## src/rtl/button_pkg.sv

```systemverilog
// Shared constants for the pushbutton conditioner: default sizing
// parameters, button index map and a small width helper.
package button_pkg;

  // Default sizing of the conditioner
  localparam int DIV_BITS_DEF   = 16;
  localparam int DB_DEPTH_DEF   = 8;
  localparam int LONG_TICKS_DEF = 256;

  // Bit positions of each button in the press_pulse vector
  localparam int BTN_EN    = 0;
  localparam int BTN_SPEED = 1;
  localparam int BTN_CLR   = 2;
  localparam int NUM_BTN   = 3;

  // Bits needed to count from 0 up to and including 'ticks'
  function automatic int hold_bits(input int ticks);
    return $clog2(ticks + 1);
  endfunction

endpackage

```

## src/rtl/debounce_onepulse.sv

```systemverilog
// One button channel: 2-flop synchroniser, tick-sampled shift register,
// hysteretic debounced level and a rising-edge one-clock pulse.
module debounce_onepulse
  import button_pkg::*;
#(
  parameter int DB_DEPTH = DB_DEPTH_DEF
) (
  input  logic clk,
  input  logic rst_n,
  input  logic i_tick,
  input  logic i_btn,
  output logic o_db,
  output logic o_pulse
);

  logic [1:0]          r_sync;
  logic [DB_DEPTH-1:0] r_shift;
  logic [DB_DEPTH-1:0] w_shift_next;
  logic                r_db;
  logic                r_db_d;

  // Shift register contents once the current synchronised sample is taken
  assign w_shift_next = {r_shift[DB_DEPTH-2:0], r_sync[1]};

  // Bring the raw asynchronous button into the clk domain
  always_ff @(posedge clk or negedge rst_n) begin
    if (!rst_n) begin
      r_sync <= 2'b00;
    end else begin
      r_sync <= {r_sync[0], i_btn};
    end
  end

  // Sample on tick; the level follows the same edge that completes a full run
  always_ff @(posedge clk or negedge rst_n) begin
    if (!rst_n) begin
      r_shift <= '0;
      r_db    <= 1'b0;
    end else if (i_tick) begin
      r_shift <= w_shift_next;
      if (&w_shift_next) begin
        r_db <= 1'b1;
      end else if (~|w_shift_next) begin
        r_db <= 1'b0;
      end
    end
  end

  // Delayed copy of the level for rising-edge detection
  always_ff @(posedge clk or negedge rst_n) begin
    if (!rst_n) begin
      r_db_d <= 1'b0;
    end else begin
      r_db_d <= r_db;
    end
  end

  // Press pulse is purely registered state, so it is glitch-free
  assign o_db    = r_db;
  assign o_pulse = r_db & ~r_db_d;

endmodule

```

## src/rtl/button_ctrl.sv

```systemverilog
// Pushbutton conditioner for the LED pattern controllers: three debounced
// channels sharing one sample tick, plus run/speed toggle registers and a
// clear pulse. Optional long-press detection on the enable button is built
// when BUTTON_CTRL_LONG_PRESS_EN is defined.
module button_ctrl
  import button_pkg::*;
#(
  parameter int DIV_BITS   = DIV_BITS_DEF,
  parameter int DB_DEPTH   = DB_DEPTH_DEF,
  parameter int LONG_TICKS = LONG_TICKS_DEF
) (
  input  logic       clk,
  input  logic       rst_n,
  input  logic       btn_en,
  input  logic       btn_speed,
  input  logic       btn_clr,
  output logic       en,
  output logic       speed,
  output logic       clr_pulse,
  output logic [2:0] press_pulse,
  output logic       long_press
);

  logic [DIV_BITS-1:0] r_div;
  logic                w_tick;
  logic [NUM_BTN-1:0]  w_btn;
  logic [NUM_BTN-1:0]  w_db;
  logic [NUM_BTN-1:0]  w_pulse;
  logic                w_long;
  logic                r_en;
  logic                r_speed;
  logic                w_unused_db;

  // Free-running sample divider; tick marks the all-ones count
  always_ff @(posedge clk or negedge rst_n) begin
    if (!rst_n) begin
      r_div <= '0;
    end else begin
      r_div <= r_div + 1'b1;
    end
  end

  assign w_tick = &r_div;

  assign w_btn[BTN_EN]    = btn_en;
  assign w_btn[BTN_SPEED] = btn_speed;
  assign w_btn[BTN_CLR]   = btn_clr;

  // Identical conditioning channel per button
  generate
    for (genvar gi = 0; gi < NUM_BTN; gi++) begin : g_chan
      debounce_onepulse #(
        .DB_DEPTH (DB_DEPTH)
      ) u_chan (
        .clk     (clk),
        .rst_n   (rst_n),
        .i_tick  (w_tick),
        .i_btn   (w_btn[gi]),
        .o_db    (w_db[gi]),
        .o_pulse (w_pulse[gi])
      );
    end
  endgenerate

  // Only the enable level feeds the hold counter; the rest are pulse-only
  assign w_unused_db = ^w_db;

`ifdef BUTTON_CTRL_LONG_PRESS_EN
  localparam int                HOLD_W    = hold_bits(LONG_TICKS);
  localparam logic [HOLD_W-1:0] HOLD_MAX  = HOLD_W'(LONG_TICKS);
  localparam logic [HOLD_W-1:0] HOLD_LAST = HOLD_W'(LONG_TICKS - 1);

  logic [HOLD_W-1:0] r_hold;
  logic              r_long;

  // Count ticks of continuous debounced hold, saturating so it fires once
  always_ff @(posedge clk or negedge rst_n) begin
    if (!rst_n) begin
      r_hold <= '0;
    end else if (!w_db[BTN_EN]) begin
      r_hold <= '0;
    end else if (w_tick && (r_hold < HOLD_MAX)) begin
      r_hold <= r_hold + 1'b1;
    end
  end

  // Pulse on the edge where the hold count reaches the threshold
  always_ff @(posedge clk or negedge rst_n) begin
    if (!rst_n) begin
      r_long <= 1'b0;
    end else begin
      r_long <= w_db[BTN_EN] & w_tick & (r_hold == HOLD_LAST);
    end
  end

  assign w_long = r_long;
`else
  logic w_unused_long;

  assign w_long        = 1'b0;
  assign w_unused_long = (LONG_TICKS > 0);
`endif

  // Toggle levels; a clear (or long press) wins and forces both low
  always_ff @(posedge clk or negedge rst_n) begin
    if (!rst_n) begin
      r_en    <= 1'b0;
      r_speed <= 1'b0;
    end else if (w_pulse[BTN_CLR] || w_long) begin
      r_en    <= 1'b0;
      r_speed <= 1'b0;
    end else begin
      if (w_pulse[BTN_EN]) begin
        r_en <= ~r_en;
      end
      if (w_pulse[BTN_SPEED]) begin
        r_speed <= ~r_speed;
      end
    end
  end

  assign en          = r_en;
  assign speed       = r_speed;
  assign clr_pulse   = w_pulse[BTN_CLR];
  assign press_pulse = w_pulse;
  assign long_press  = w_long;

endmodule

```

## config.mk

```make
export PLATFORM = sky130hd
export DESIGN_NAME = button_ctrl
export DESIGN_NICKNAME = d
export VERILOG_FILES = /design/src/rtl/button_pkg.sv /design/src/rtl/debounce_onepulse.sv /design/src/rtl/button_ctrl.sv
export SDC_FILE = /design/constraint.sdc
export NUM_CORES = 1
export LEC_CHECK = 0
export ABC_AREA = 1
export CAP_MARGIN = 40
export CORE_MARGIN = 2
export CORE_UTILIZATION = 45
export CTS_BUF_LIST = sky130_fd_sc_hd__clkbuf_16
export CTS_CLUSTER_DIAMETER = 30
export DETAILED_ROUTE_END_ITERATION = 8
export DONT_BUFFER_PORTS = 1
export SLEW_MARGIN = 40
export SYNTH_ARGS = -nofsm -noshare
export SYNTH_HDL_FRONTEND = slang
export SYNTH_SLANG_ARGS = --single-unit
```

## constraint.sdc

```tcl
create_clock -name clk -period 2.02 [get_ports clk]
set_input_delay 0.404 -clock clk [delete_from_list [all_inputs] [get_ports clk]]
set_output_delay 0.404 -clock clk [all_outputs]
set_load 0.05 [all_outputs]
```

After elaboration in Yosys (flattened, before gate mapping):

Index checks and enable logic that the tools add are counted.

* output and inout port bits: 7
* word-level logic and storage cells: 49
* register bits after elaboration: 51
* input port bits: 5

* bitwise logic cells: 8
* mux-type cells: 10
* eq/ne operators: 3
* $add $sub $neg: 1
* reduce and logical (&&, ||, !) cells: 12

Operator list (count)
* AND reduction 17 bit: 3
* AND reduction 8 bit: 3
* OR reduction 8 bit: 3
* adder 16 x 1 -> 16 bit (second input constant): 1
* AND reduction 16 bit: 1
* 2-to-1 mux 1 bit: 10
* inequality test 2 x 1 -> 1 bit (second input constant): 3
* inverter 1 bit: 5
* nonzero test 2 bit: 2
* AND 1 bit: 3

Logic depth before layout (Yosys ltp):

* word-level depth: 4
* gate-level depth with buffers: 7
* gate-level depth less buffers: 7

Hierarchy:

Synthesis repeated with hierarchy kept, for this count alone.

* cells, all modules: 249
* area total of the unflattened synthesis: 2183.3 µm²

By module, submodules not included
* debounce_onepulse: instances 3, area each 439.2 µm², cells each 50, seq. area each 275.3 µm²
* button_ctrl: instances 1, area each 865.8 µm², cells each 99, seq. area each 450.4 µm²

Least setup slack after synthesis:

No wires, ideal clock.

* path type: register to output
* start: reg g_chan[2].u_chan.r_db
* end: out press_pulse[2]
* stages on the path, launching flop included: 4
* setup slack: 0.165 ns
* arrival time: 1.451 ns
* path through: dfrtp_1 > inv_1 > nor2_1 > buf_4

* longest elaborated chain between the ends: 1

RTL lines
* start: declaration: RTL line debounce_onepulse.sv:19 `logic r_db;`
* start signal: assignment: RTL line debounce_onepulse.sv:38 `r_db <= 1'b0;`
* start signal: assignment: RTL line debounce_onepulse.sv:42 `r_db <= 1'b1;`
* start signal: assignment: RTL line debounce_onepulse.sv:44 `r_db <= 1'b0;`
* AND 1 bit: RTL line debounce_onepulse.sv:60 `assign o_pulse = r_db & ~r_db_d;`
* end: declaration: RTL line button_ctrl.sv:20 `output logic [2:0] press_pulse,`

Every way passes these cells.

Worst setup path after layout:

* start: reg r_div[0]
* end: reg g_chan[2].u_chan.r_shift[2]

* longest elaborated chain between the ends: 1

RTL lines
* start: declaration: RTL line button_ctrl.sv:24 `logic [DIV_BITS-1:0] r_div;`
* start signal: assignment: RTL line button_ctrl.sv:39 `r_div <= r_div + 1'b1;`
* AND reduction 16 bit: RTL line button_ctrl.sv:43 `assign w_tick = &r_div;`
* end signal: assignment: RTL line debounce_onepulse.sv:40 `r_shift <= w_shift_next;`
* end: declaration: RTL line debounce_onepulse.sv:17 `logic [DB_DEPTH-1:0] r_shift;`

Every way passes these cells.
A chain may end at the register's enable or synchronous reset.

==> flow_summary.json <==
{
  "netlist_instances": 228,
  "worstPathCellList": "ha_1 -> nand3_2 -> nor3_4 -> nand3_4 -> buf_4 -> nand2_1 -> o21ai_2",
  "htreeDepth": 2,
  "yosys.area_share.simple_pct": 19.8,
  "synth_edf_count": 0,
  "synth_area_um2": 2260,
  "seqPwrFrac_pct": 51.7,
  "synth-adder-area-share_pct": 0.554,
  "start_util_pct": 47.2,
  "worst_slack_ns": 0.341,
  "num-fill-cells": 436,
  "crit_buf_inv": 1,
  "synth_largest_area_cell": "dfrtp_1",
  "grt_pass1_wl_um": 5900,
  "synth_compound_area_share_pct": 8.15,
  "powerDensity_nw_per_um2": 804,
  "swShare_pct": 19.1,
  "worstMarginPinSlew_ns": 0.514,
  "finalHoldViolCount": 0,
  "clkPwrFrac_pct": 46.5,
  "intPower_w": 0.00161,
  "coreArea_um2": 4790,
  "rsz0062_at_grt": "no",
  "vias_per_cell": 4.51,
  "row_count": 25,
  "gp_congestion": 0.816,
  "fin_skew_ns": 0.00550,
  "netlist.area_leader.share_pct": 56.5,
  "arrival_ns": 1.84,
  "p_leak_nw": 1.12,
  "die_w_um": 74.8,
  "crit_path_top_delay_cell": "dfrtp_1",
  "synthMuxAreaShare_pct": 0,
  "finalMaxSlewViolations": 0,
  "antenna_found_initial": 0,
  "setup.worst_path.start_class": "register",
  "die-area_um2": 5600,
  "synth_nets": 234,
  "grt_overflow_total": 0,
  "post-route-drc-count": 0,
  "timing.critical_path.fanout_max": 42,
  "fin_crit_sh_pct": 83.1,
  "synth_ff_type": "dfrtp_1",
  "clockRootBuffer": "clkbuf_16",
  "grt_pass1_vias": 1351,
  "synthTopCellsByArea": "dfrtp_1 57%, o21ai_2 8.1%, nand2_1 7.5%",
  "cp_slowest_stage_delay_ns": 0.38,
  "cts-resized-gates": 0,
  "drive_above_1_share_pct": 15.6,
  "drv_cap": 0,
  "ir_worst_vdd_mv": 0.423,
  "cts.sinks": 51,
  "yosysSeqAreaShare_pct": 56.5,
  "ys_async_sr_fraction_pct": 100,
  "post_drt_wl_per_cell_um": 11.2,
  "cts_tree": "built",
  "clk_pin_slew_ns": 0.06,
  "ys_seq_elements": 51,
  "io_pins": 12,
  "drt-pass1-iter-count": 4,
  "finalSetupViolCount": 0,
  "dr_total_vias": 1343,
  "end_kind": "register",
  "grt_max_degree": 52,
  "avgSynthCellArea_um2": 9.90,
  "clockBufferDepth": 2,
  "ys_warn_count": 0,
  "synth-xor-area-share_pct": 6.21,
  "totalWireLength_um": 3340,
  "required_ns": 2.18,
  "synth_top_family_by_area": "simple AND/OR/NAND/NOR gates",
  "fin_crit_ns": 1.68,
  "max_freq_mhz": 596,
  "grt_usage_pct": 14.3,
  "final_nets": 236,
  "pre_cts_slack_ns": 0.363,
  "p_comb_share_pct": 1.9,
  "clkLatencyLatePin_ns": 0.29,
  "ant_nets": 0,
  "max_slew_margin_pct": 65.7,
  "cts_inserted_buffers": 5,
  "place_hpwl_um": 2210,
  "status": "complete, no violations",
  "io_buffers": 0,
  "multi_input_area_um2": 791,
  "yosysMostFrequentCell": "dfrtp_1",
  "crit_type": "reg2reg",
  "syn2layout_area_growth_pct": 9.87,
  "final-seq-area_um2": 1280,
  "n_antenna_cell": 0,
  "synth.top_cells.by_count": "51 x dfrtp_1, 45 x nand2_1, 30 x inv_1, 27 x nor2_1, 21 x o21ai_2",
  "fin_setup_tns_ns": 0,
  "cp_top_family": "simple AND/OR/NAND/NOR gates",
  "netlist-cell-type-count": 19,
  "chipHeight_um": 74.8,
  "worstHoldPathType": "in2reg",
  "drtIter0Drc": 58,
  "p_switching_w": 0.000380
}
==> registers in the layout, indices dropped and copies added, names as in the netlist <==
name / count
en: 1
g_chan.u_chan.r_shift: 21
r_div: 16
g_chan.u_chan.r_db_d: 3
g_chan.u_chan.o_db: 3
speed: 1
g_chan.u_chan.r_sync: 6
==> kinds of logic (layout without fill, tap and decap cells) <==
group / count (synthesis) / count (layout)
simple gates: 99 / 99
flops: 51 / 51
buf+inv: 39 / 42
compound gates: 21 / 21
xor+xnor: 16 / 16
fa+ha+maj: 1 / 1
other cells: 1 / 1
==> power groups by stage <==
stage          Clock, W  Combinational (W)  Sequential, W
6_report       0.000927          0.0000374        0.00103
5_1_grt        0.000995          0.0000437        0.00103
2_1_floorplan         0          0.0000112        0.00105
3_3_place_gp          0          0.0000106        0.00105
3_5_place_dp          0          0.0000108        0.00105
4_1_cts        0.000961          0.0000397        0.00103
==> through the flow <==
stage / hold slack (ns) / cell area (um2) / power (W) / utilization [%] / std cells
after floorplan: 0.108 / 2260 / 0.00106 / - / 228
after global placement: 0.110 / 2280 / 0.00106 / 47.6 / 288
after detailed placement: 0.110 / 2280 / 0.00106 / 47.6 / 288
after CTS: 0.132 / 2480 / 0.00203 / 51.8 / 298
after global routing: 0.126 / 2480 / 0.00207 / 51.8 / 298
final: 0.141 / 2480 / 0.00199 / 51.8 / 298
==> layout make-up <==
cell class | count | area share, %
Sequential cell | 51 | 51.5
Tap cell | 67 | 3.38
Clock inverter | 3 | 1.56
Clock buffer | 5 | 5.05
Inverter | 30 | 4.54
Timing Repair Buffer | 4 | 2.12
Multi-Input combinational cell | 138 | 31.9
==> timing repair <==
item / 4_1_cts / 5_1_grt
buffers inserted: 0 / 0
hold buffers: 2 / 0
hold endpoints to repair: 51 / 0
==> worst reg2reg max path: stages (launching register included) <==
cell	delay [ns]
dfrtp_1	0.38
ha_1	0.21
nand3_2	0.13
nor3_4	0.24
nand3_4	0.08
buf_4	0.29
nand2_1	0.15
o21ai_2	0.06
==> layer usage <==
layer	GRT usage, %	vias to the layer above	routed length (um)
met5	0	-	0
met4	7.74	0	53
met3	4.02	7	125
met2	21.2	16	1450
met1	19.0	615	1710
li1	-	705	-
==> worst paths after layout <==
path / from / end / slack (ns) / cells after the start
worst max-delay path: r_div[0] / g_chan[2].u_chan.r_shift[2] / 0.34 / 7
worst min-delay path: btn_speed / g_chan[1].u_chan.r_sync[0] / 0.14 / 0
worst max register to register: r_div[0] / g_chan[2].u_chan.r_shift[2] / 0.34 / 7
worst min register to register: g_chan[2].u_chan.r_sync[0] / g_chan[2].u_chan.r_sync[1] / 0.34 / 0
max in group asynchronous: rst_n / g_chan[0].u_chan.r_shift[5] / 1.17 / 2
min in group asynchronous: rst_n / r_div[9] / 0.64 / 2
==> layout by cell type (no fill, tap or decap), types with 2 or more instances in the layout <==
| cell type | netlist | final |
|---|---|---|
| xor2_1 | 10 | 10 |
| o21ai_2 | 21 | 21 |
| dfrtp_1 | 51 | 51 |
| nand4_1 | 6 | 6 |
| xnor2_1 | 6 | 6 |
| nor2_1 | 27 | 26 |
| buf_4 | 4 | 2 |
| nand3_1 | 16 | 16 |
| inv_1 | 30 | 30 |
| nand2_1 | 45 | 45 |
| clkbuf_16 | 0 | 5 |
Note: power is estimated with default switching activity, not from simulation.
